--- src/rtl/featuremap_pad_scheduler.sv ---
// featuremap_pad_scheduler
//   Walks a zero-padded (HEIGHT+2) x (WIDTH+2) frame in raster order and feeds
//   the shared 8-channel sample bus of the featuremap filters. Border positions
//   emit zeros. Interior positions pop all eight channel FIFOs in lockstep.
//   Filter results are counted, and frame completion is reported with a done
//   pulse.
//
//   Optional feature: define PAD_SCHED_STALL_CNT_EN to enable the saturating
//   stall counter. When it is undefined, stall_cycles is tied to zero.
//
// Ports
//   clk, rst        rising-edge clock, asynchronous active-low reset
//   start           one-cycle frame start; honoured only in IDLE
//   fifo_data       8 show-ahead channels, channel k at [k*DATA_WIDTH +: DATA_WIDTH]
//   fifo_empty      per-channel empty flags
//   fm_valid        one pulse per filter result
//   rdreq           common pop to all 8 FIFOs (combinational)
//   data_out        registered sample bus
//   valid_out       registered sample strobe
//   busy, done      frame in progress / one-cycle frame-end pulse
//   stall_cycles    interior cycles lost to an empty FIFO
module featuremap_pad_scheduler #(
    parameter int DATA_WIDTH = 32,
    parameter int WIDTH      = 56,
    parameter int HEIGHT     = 56
) (
    input  logic                    clk,
    input  logic                    rst,
    input  logic                    start,
    input  logic [8*DATA_WIDTH-1:0] fifo_data,
    input  logic [7:0]              fifo_empty,
    input  logic                    fm_valid,
    output logic                    rdreq,
    output logic [8*DATA_WIDTH-1:0] data_out,
    output logic                    valid_out,
    output logic                    busy,
    output logic                    done,
    output logic [31:0]             stall_cycles
);

    localparam int RW = $clog2(HEIGHT + 2);
    localparam int CW = $clog2(WIDTH + 2);
    localparam int NW = $clog2(WIDTH * HEIGHT + 1);
    localparam logic [RW-1:0] R_LAST = RW'(HEIGHT + 1);
    localparam logic [CW-1:0] C_LAST = CW'(WIDTH + 1);
    localparam logic [NW-1:0] N_TOT  = NW'(WIDTH * HEIGHT);

    typedef enum logic [1:0] {IDLE, STREAM, DRAIN, DONE} state_t;

    state_t        state, state_nxt;
    logic [RW-1:0] r;
    logic [CW-1:0] c;
    logic [NW-1:0] res_cnt;
    logic          border, fifo_ok, last_pos;
    logic          emit, stall, start_acc, counting;

    assign border   = (r == '0) || (r == R_LAST) || (c == '0) || (c == C_LAST);
    assign fifo_ok  = (fifo_empty == 8'h00);
    assign last_pos = (r == R_LAST) && (c == C_LAST);

    // State register
    always_ff @(posedge clk or negedge rst) begin
        if (!rst) state <= IDLE;
        else      state <= state_nxt;
    end

    // Next-state logic
    always_comb begin
        state_nxt = state;
        case (state)
            IDLE:   if (start) state_nxt = STREAM;
            STREAM: if (emit && last_pos) state_nxt = DRAIN;
            DRAIN:  if (res_cnt == N_TOT) state_nxt = DONE;
            DONE:   state_nxt = IDLE;
            default: state_nxt = IDLE;
        endcase
    end

    // Output / control decode
    always_comb begin
        start_acc = (state == IDLE) && start;
        emit      = (state == STREAM) && (border || fifo_ok);
        stall     = (state == STREAM) && !border && !fifo_ok;
        rdreq     = (state == STREAM) && !border && fifo_ok;
        counting  = (state == STREAM) || (state == DRAIN);
        busy      = (state != IDLE);
        done      = (state == DONE);
    end

    // Raster position; only moves when a sample is emitted, so a stall holds it
    always_ff @(posedge clk or negedge rst) begin
        if (!rst) begin
            r <= '0;
            c <= '0;
        end else if (start_acc) begin
            r <= '0;
            c <= '0;
        end else if (emit) begin
            if (c == C_LAST) begin
                c <= '0;
                r <= last_pos ? '0 : r + 1'b1;
            end else begin
                c <= c + 1'b1;
            end
        end
    end

    // Sample register; data holds while valid_out is low
    always_ff @(posedge clk or negedge rst) begin
        if (!rst) begin
            valid_out <= 1'b0;
            data_out  <= '0;
        end else begin
            valid_out <= emit;
            if (emit) data_out <= border ? '0 : fifo_data;
        end
    end

    // Result counter saturates at the frame size so stray pulses cannot wrap it
    always_ff @(posedge clk or negedge rst) begin
        if (!rst)                                        res_cnt <= '0;
        else if (start_acc)                              res_cnt <= '0;
        else if (counting && fm_valid && res_cnt != N_TOT) res_cnt <= res_cnt + 1'b1;
    end

`ifdef PAD_SCHED_STALL_CNT_EN
    always_ff @(posedge clk or negedge rst) begin
        if (!rst)                               stall_cycles <= '0;
        else if (start_acc)                     stall_cycles <= '0;
        else if (stall && stall_cycles != '1)   stall_cycles <= stall_cycles + 1'b1;
    end
`else
    assign stall_cycles = '0;
    logic unused_stall;
    assign unused_stall = stall;
`endif

endmodule

--- config.mk ---
export PLATFORM = sky130hd
export DESIGN_NAME = featuremap_pad_scheduler
export DESIGN_NICKNAME = d
export VERILOG_FILES = /design/src/rtl/featuremap_pad_scheduler.sv
export SDC_FILE = /design/constraint.sdc
export NUM_CORES = 1
export LEC_CHECK = 0
export ABC_AREA = 1
export CORE_AREA = 3 3 214 216
export DETAILED_ROUTE_END_ITERATION = 6
export DIE_AREA = 0 0 217 219
export MAX_ROUTING_LAYER = met4
export PLACE_DENSITY = 0.57
export SYNTH_ARGS = -nofsm -noshare
export SYNTH_HDL_FRONTEND = slang
export SYNTH_SLANG_ARGS = --single-unit
--- constraint.sdc ---
create_clock -name clk -period 2.3 [get_ports clk]
set_input_delay 0.46 -clock clk [delete_from_list [all_inputs] [get_ports clk]]
set_output_delay 0.46 -clock clk [all_outputs]
set_load 0.005 [all_outputs]
==> flow_metrics.env <==
export IMPL_whs_endpoint="data_out[88]$_DFFE_PN0P_"
export IMPL_drt_iter0_drc=793
export IMPL_cap_violations=0
export IMPL_cts_made_buffers=35
export IMPL_design_area_mm2=0.0193
export IMPL_syn_area_mm2=0.0122
export IMPL_fin_hold_ws_ps=474
export IMPL_grt_pass1_wl_um=66100
export IMPL_die_h_um=219
export IMPL_netlist_top_cells_count="nand2_1, nand3_1, dfrtp_1, buf_4, inv_1"
export IMPL_row_count=77
export IMPL_grt_max_degree=141
export IMPL_gr_total_overflow=0
export IMPL_slew_violations=0
export IMPL_initial_utilization_pct=27.6
export IMPL_skew_ps=18.9
export IMPL_routed_wl_um=43600
export IMPL_cp_arrival_ps=1790
export IMPL_crit_fanout=2
export IMPL_synth_largest_area_cell="dfrtp_1"
export IMPL_hpwlAfterDp_um=31300
export IMPL_wl_per_cell_um=17.2
export IMPL_ios=560
export IMPL_synth_top_area_share_pct=58.1
export IMPL_routed_via_density=4.43
export IMPL_timing_reg2reg_setup_slack_ps=180
export IMPL_die_w_um=217
export IMPL_worst_slack_ps=53.9
export IMPL_coreArea_mm2=0.0441
export IMPL_fmax_ghz=0.445
export IMPL_track_usage_pct=18.1
export IMPL_reg2reg_depth=14
export IMPL_vias=11200
export IMPL_htree_levels=2
export IMPL_period_share_pct=97.7
export IMPL_clkSinkCount=283
export IMPL_ys_ff_latch=283
export IMPL_route_detailed_drc=0
export IMPL_status="complete, no violations"
export IMPL_yosys_warnings=0
export IMPL_hold_class="in -> reg"
export IMPL_postSynth_asyncResetShare_pct=100
export IMPL_synthTopCellsByArea="dfrtp_1, nand2_1, nand3_1, buf_4, ha_1"
export IMPL_synth_seq_area_share_pct=58.1
export IMPL_worstReg2RegEnd="data_out[157]$_DFFE_PN0P_"
export IMPL_yosysMostFrequentCell="nand2_1"
export IMPL_clk_pin_slew_ps=60
export IMPL_tritoncts="yes"
export IMPL_ir_worst_vdd_mv=0.437
export IMPL_cts_root_buf="clkbuf_16"
export IMPL_fillers=4404
export IMPL_place_area_mm2=0.0181
export IMPL_rsz0062_at_grt="true"
export IMPL_syn_area_per_cell_um2=8.77
export IMPL_worstMarginPinSlew_ps=715
export IMPL_drive_above_1_share_pct=6.48
export IMPL_p_per_area_mw_per_mm2=725
export IMPL_synth_main_ff_cell="dfrtp_1"
export IMPL_firstDrtPassIters=5
export IMPL_gp_congestion=0.840
export IMPL_synth_cell_type_count=30
export IMPL_hold_depth=3
export IMPL_setup_viol=0
export IMPL_antenna_found_initial=1
export IMPL_netlist_instances=1389
export IMPL_port_buffers=527
export IMPL_synth_edf_count=0
export IMPL_end_kind="output pin"
export IMPL_maxSlewHeadroom_pct=52.4
export IMPL_start_kind="register"
export IMPL_path_class="reg -> out"
export IMPL_drtAntennaViolNets=0
export IMPL_post_place_ws_ps=-397
export IMPL_area_growth_pct=58.8
export IMPL_final_nets=2201
export IMPL_finalHoldViolCount=0
export IMPL_r2r_start="state[1]$_DFFE_PN0P_"
export IMPL_ctsLongestPathBuffers=3
export IMPL_die_area_mm2=0.0475
export IMPL_leakagePower_nw=9.56
export IMPL_min_from="fifo_data[88]"
export IMPL_clk_latency_ps=520
export IMPL_first_global_vias=11200
export IMPL_period_needed_ps=2250
export IMPL_crit_required_ps=1840
[worst max-delay path, cell delays in order, from the launching register on]
cell	delay, ps
dfrtp_1	390
ha_2	200
inv_2	90
nor3_2	40
buf_4	130
nand2_4	70
clkinv_1	70
nand3_2	80
clkinv_4	80
buf_6	130
[layout by cell type, fill, tap and decap left out, types with 3 or more instances in the layout]
master	synthesis	layout
nand2_1	569	568
clkdlybuf4s50_1	0	524
nand3_1	285	284
dfrtp_1	283	283
buf_4	71	42
clkbuf_16	0	37
conb_1	1	32
inv_1	28	27
nor2_1	26	24
nor3_1	15	14
o21ai_0	13	13
ha_1	13	12
clkbuf_1	22	10
buf_12	0	10
xor2_1	7	7
clkbuf_8	0	7
inv_2	4	4
o21ai_1	4	4
bufinv_16	0	4
a21oi_1	3	3
nand4_1	3	3
clkinv_2	0	3
[layer usage]
metal  wire length [µm]  up-vias  track usage [%]  part of all wire (%)
met2              22100      380             30.3                    51
met1              17600     5352             22.1                    40
met5                  0        -                -                     0
met3               2710       62             3.78                   6.2
li1                   -     5444                -                     -
met4               1160        0             5.57                   2.6
[area by class of cell]
| cell class | instances | area [µm²] | share of cell area, % |
|---|---|---|---|
| sequential | 283 | 7080 | 36.6 |
| timing repair buffer | 581 | 5820 | 30.1 |
| multi-input combinational | 986 | 4370 | 22.6 |
| clock buffer | 54 | 1060 | 5.48 |
| tap | 592 | 741 | 3.83 |
| clock inverter | 8 | 144 | 0.744 |
| inverter | 33 | 129 | 0.666 |
| antenna | 1 | 2.50 | 0.0129 |
[registers in the layout (all words and copies together), names as in the netlist]
| name | flops |
|---|---|
| c | 6 |
| data_out | 256 |
| r | 6 |
| res_cnt | 12 |
| state | 2 |
| valid_out | 1 |
[what timing repair did]
item,4_1_cts,5_1_grt
endpoints found under the setup margin,2,45
hold endpoints to repair,61,0
hold buffers,1,0
buffers inserted,1,0
gates resized for setup,10,6
[logic make-up (layout without fill, tap and decap cells)]
family | after synthesis | in the layout | synth area share [%]
other | 1 | 33 | 0.0308
adder cells (fa/ha/maj) | 13 | 13 | 1.34
XOR/XNOR | 9 | 9 | 0.647
AO/OA/AOI/OAI | 21 | 21 | 0.883
flip-flops | 283 | 283 | 58.1
AND/OR/NAND/NOR | 911 | 911 | 31.6
buffers and inverters | 151 | 676 | 7.34
[through the flow]
| stage | total power [mW] | utilization, % | cells | TNS [ps] |
|---|---|---|---|---|
| after global routing | 14.8 | 43.8 | 2538 | -65.1 |
| final | 14.0 | 43.8 | 2538 | 0 |
| after detailed placement | 8.37 | 41.0 | 2473 | -31680 |
| after global placement | 8.35 | 41.0 | 2473 | -42170 |
| after CTS | 14.3 | 43.8 | 2537 | -61.7 |
| after floorplan | 7.04 | - | 1420 | 0 |
[worst max-delay path by stage]
stage,startpoint,endpoint,depth (start not counted)
5_1_grt,c[1]$_DFFE_PN0P_,rdreq,8
2_1_floorplan,state[1]$_DFFE_PN0P_,rdreq,9
4_1_cts,state[1]$_DFFE_PN0P_,rdreq,10
3_3_place_gp,fifo_empty[3],rdreq,10
3_5_place_dp,fifo_empty[3],rdreq,10
6_report,state[0]$_DFFE_PN0P_,rdreq,9
[report_power, final]
group / internal (mW) / total (mW) / switching, mW
Combinational: 1.21 / 3.07 / 1.86
Sequential: 5.12 / 5.23 / 0.115
Clock: 3.62 / 5.72 / 2.11
Total: 9.94 / 14.0 / 4.09
(Power assumes the default switching activity.)
==> RTL edit, RTL diff (same flow settings) <==
Set the parameter `DATA_WIDTH` to 28 (it was 32).
--- a/src/rtl/featuremap_pad_scheduler.sv
+++ b/src/rtl/featuremap_pad_scheduler.sv
@@ -21,5 +21,5 @@
 //   stall_cycles    interior cycles lost to an empty FIFO
 module featuremap_pad_scheduler #(
-    parameter int DATA_WIDTH = 32,
+    parameter int DATA_WIDTH = 28,
     parameter int WIDTH      = 56,
     parameter int HEIGHT     = 56
Ports: changed (resized data_out and fifo_data); port bits go from 560 to 496. No check against the original RTL was run, so the function may have changed too.
==> RTL edit against the original RTL <==
  * Total power fell by 9.5%
  * First-iteration DRC count fell by 4.2%
  * Sequential cell count fell by 32
  * Via count fell by 8.6%
  * Sequential power fell by 10%
  * Highest routed layer unchanged
  * Worst setup slack got worse by 0.048 ns
  * Routed wire length fell by 13%
  * Area after synthesis fell by 11%
  * Design area fell by 9.5%
==> RTL edit: results <==
[place]
hpwl_mm = 27.4
gp_congestion = 0.835
pre_cts_ws_ns = -0.399
io_buffers = 463
dpl_cell_area_mm2 = 0.0163

[global_routing]
grt_pass1_wl_mm = 58.1
grt_pass1_vias = 10400
grt.total_usage_pct = 15.6
grt_max_degree = 81

[route]
via_per_inst = 4.38
dr.pass1.iters = 7
drtIter0Drc = 760
wirelength_mm = 38.0

[critical_path]
cp.arrival_ns = 1.83
path_delay_family = "simple AND/OR/NAND/NOR gates"
crit_fanout = 3

[sta]
fin_skew_ns = 0.0108
tightest_slew_ns = 0.578

[power_and_ir_drop]
leakagePower_nw = 8.56
vdd_ir_drop_max_v = 0.000418

[synth]
ys_types = 32
ys_seq_area_share_pct = 57.6
synth_area_leaders = "dfrtp_1, nand2_1, nand3_1"
netlist_top_cells_count = "nand2_1, nand3_1, dfrtp_1"

[final_layout]
drive_gt1_share_pct = 8.05
reg_top3 = "data_out (224), res_cnt (12)"
final_nets = 1981

[clock_tree]
clk_latency_ns = 0.55
cts_made_buffers = 31

[outcome]
status = "finished, final reports clean"
## RTL edit: cell families after synthesis
kind of cell | synth area share [%]
and+or+nand+nor | 31.8
DFF | 57.6
buffers and inverters | 7.30
AOI/OAI and AO/OA | 0.987
adders and majority gates | 1.49
xor gates and xnor gates | 0.723
other | 0.0344
## RTL edit: layout make-up
type / count / area (um2)
Timing Repair Buffer: 523 / 5260
Clock buffer: 45 / 898
Inverter: 34 / 133
Sequential cell: 251 / 6280
Clock inverter: 8 / 125
Tap cell: 592 / 741
Multi-Input combinational cell: 891 / 4060
Antenna cell: 2 / 5.00
Fill cell: 4472 / 26600
## RTL edit: repair_timing
| item | in CTS | in global routing |
|---|---|---|
| pin swaps | 4 | 8 |
| setup buffers | 6 | 4 |
| endpoints found under the hold margin | 59 | 0 |
| setup endpoints to repair | 2 | 2 |
| hold buffers | 1 | 0 |
| resized for setup | 15 | 19 |
## RTL edit: worst paths after layout
path / start / to / slack (ns) / depth (start not counted)
min reg2reg: data_out[41] / data_out[41] / 0.50 / 2
max: c[1] / rdreq / 0.006 / 8
max reg2reg: c[0] / data_out[87] / 0.18 / 11
max in group asynchronous: rst / data_out[202] / 1.11 / 3
min: fifo_data[222] / data_out[222] / 0.44 / 3
min in group asynchronous: rst / data_out[69] / 0.46 / 2
## RTL edit: where the power goes
group / leakage [nW] / switching [mW] / internal [mW] / total (mW)
sequential: 3.49 / 0.134 / 4.55 / 4.69
clock: 0.500 / 1.89 / 3.02 / 4.91
combinational: 4.57 / 1.78 / 1.32 / 3.09
## RTL edit: routing by layer
metal | GRT usage [%] | vias up | share of wire, %
li1 | - | 4912 | -
met1 | 19.3 | 4923 | 41
met2 | 25.6 | 370 | 49
met3 | 3.43 | 66 | 7.1
met4 | 4.72 | 0 | 2.9
met5 | - | - | 0
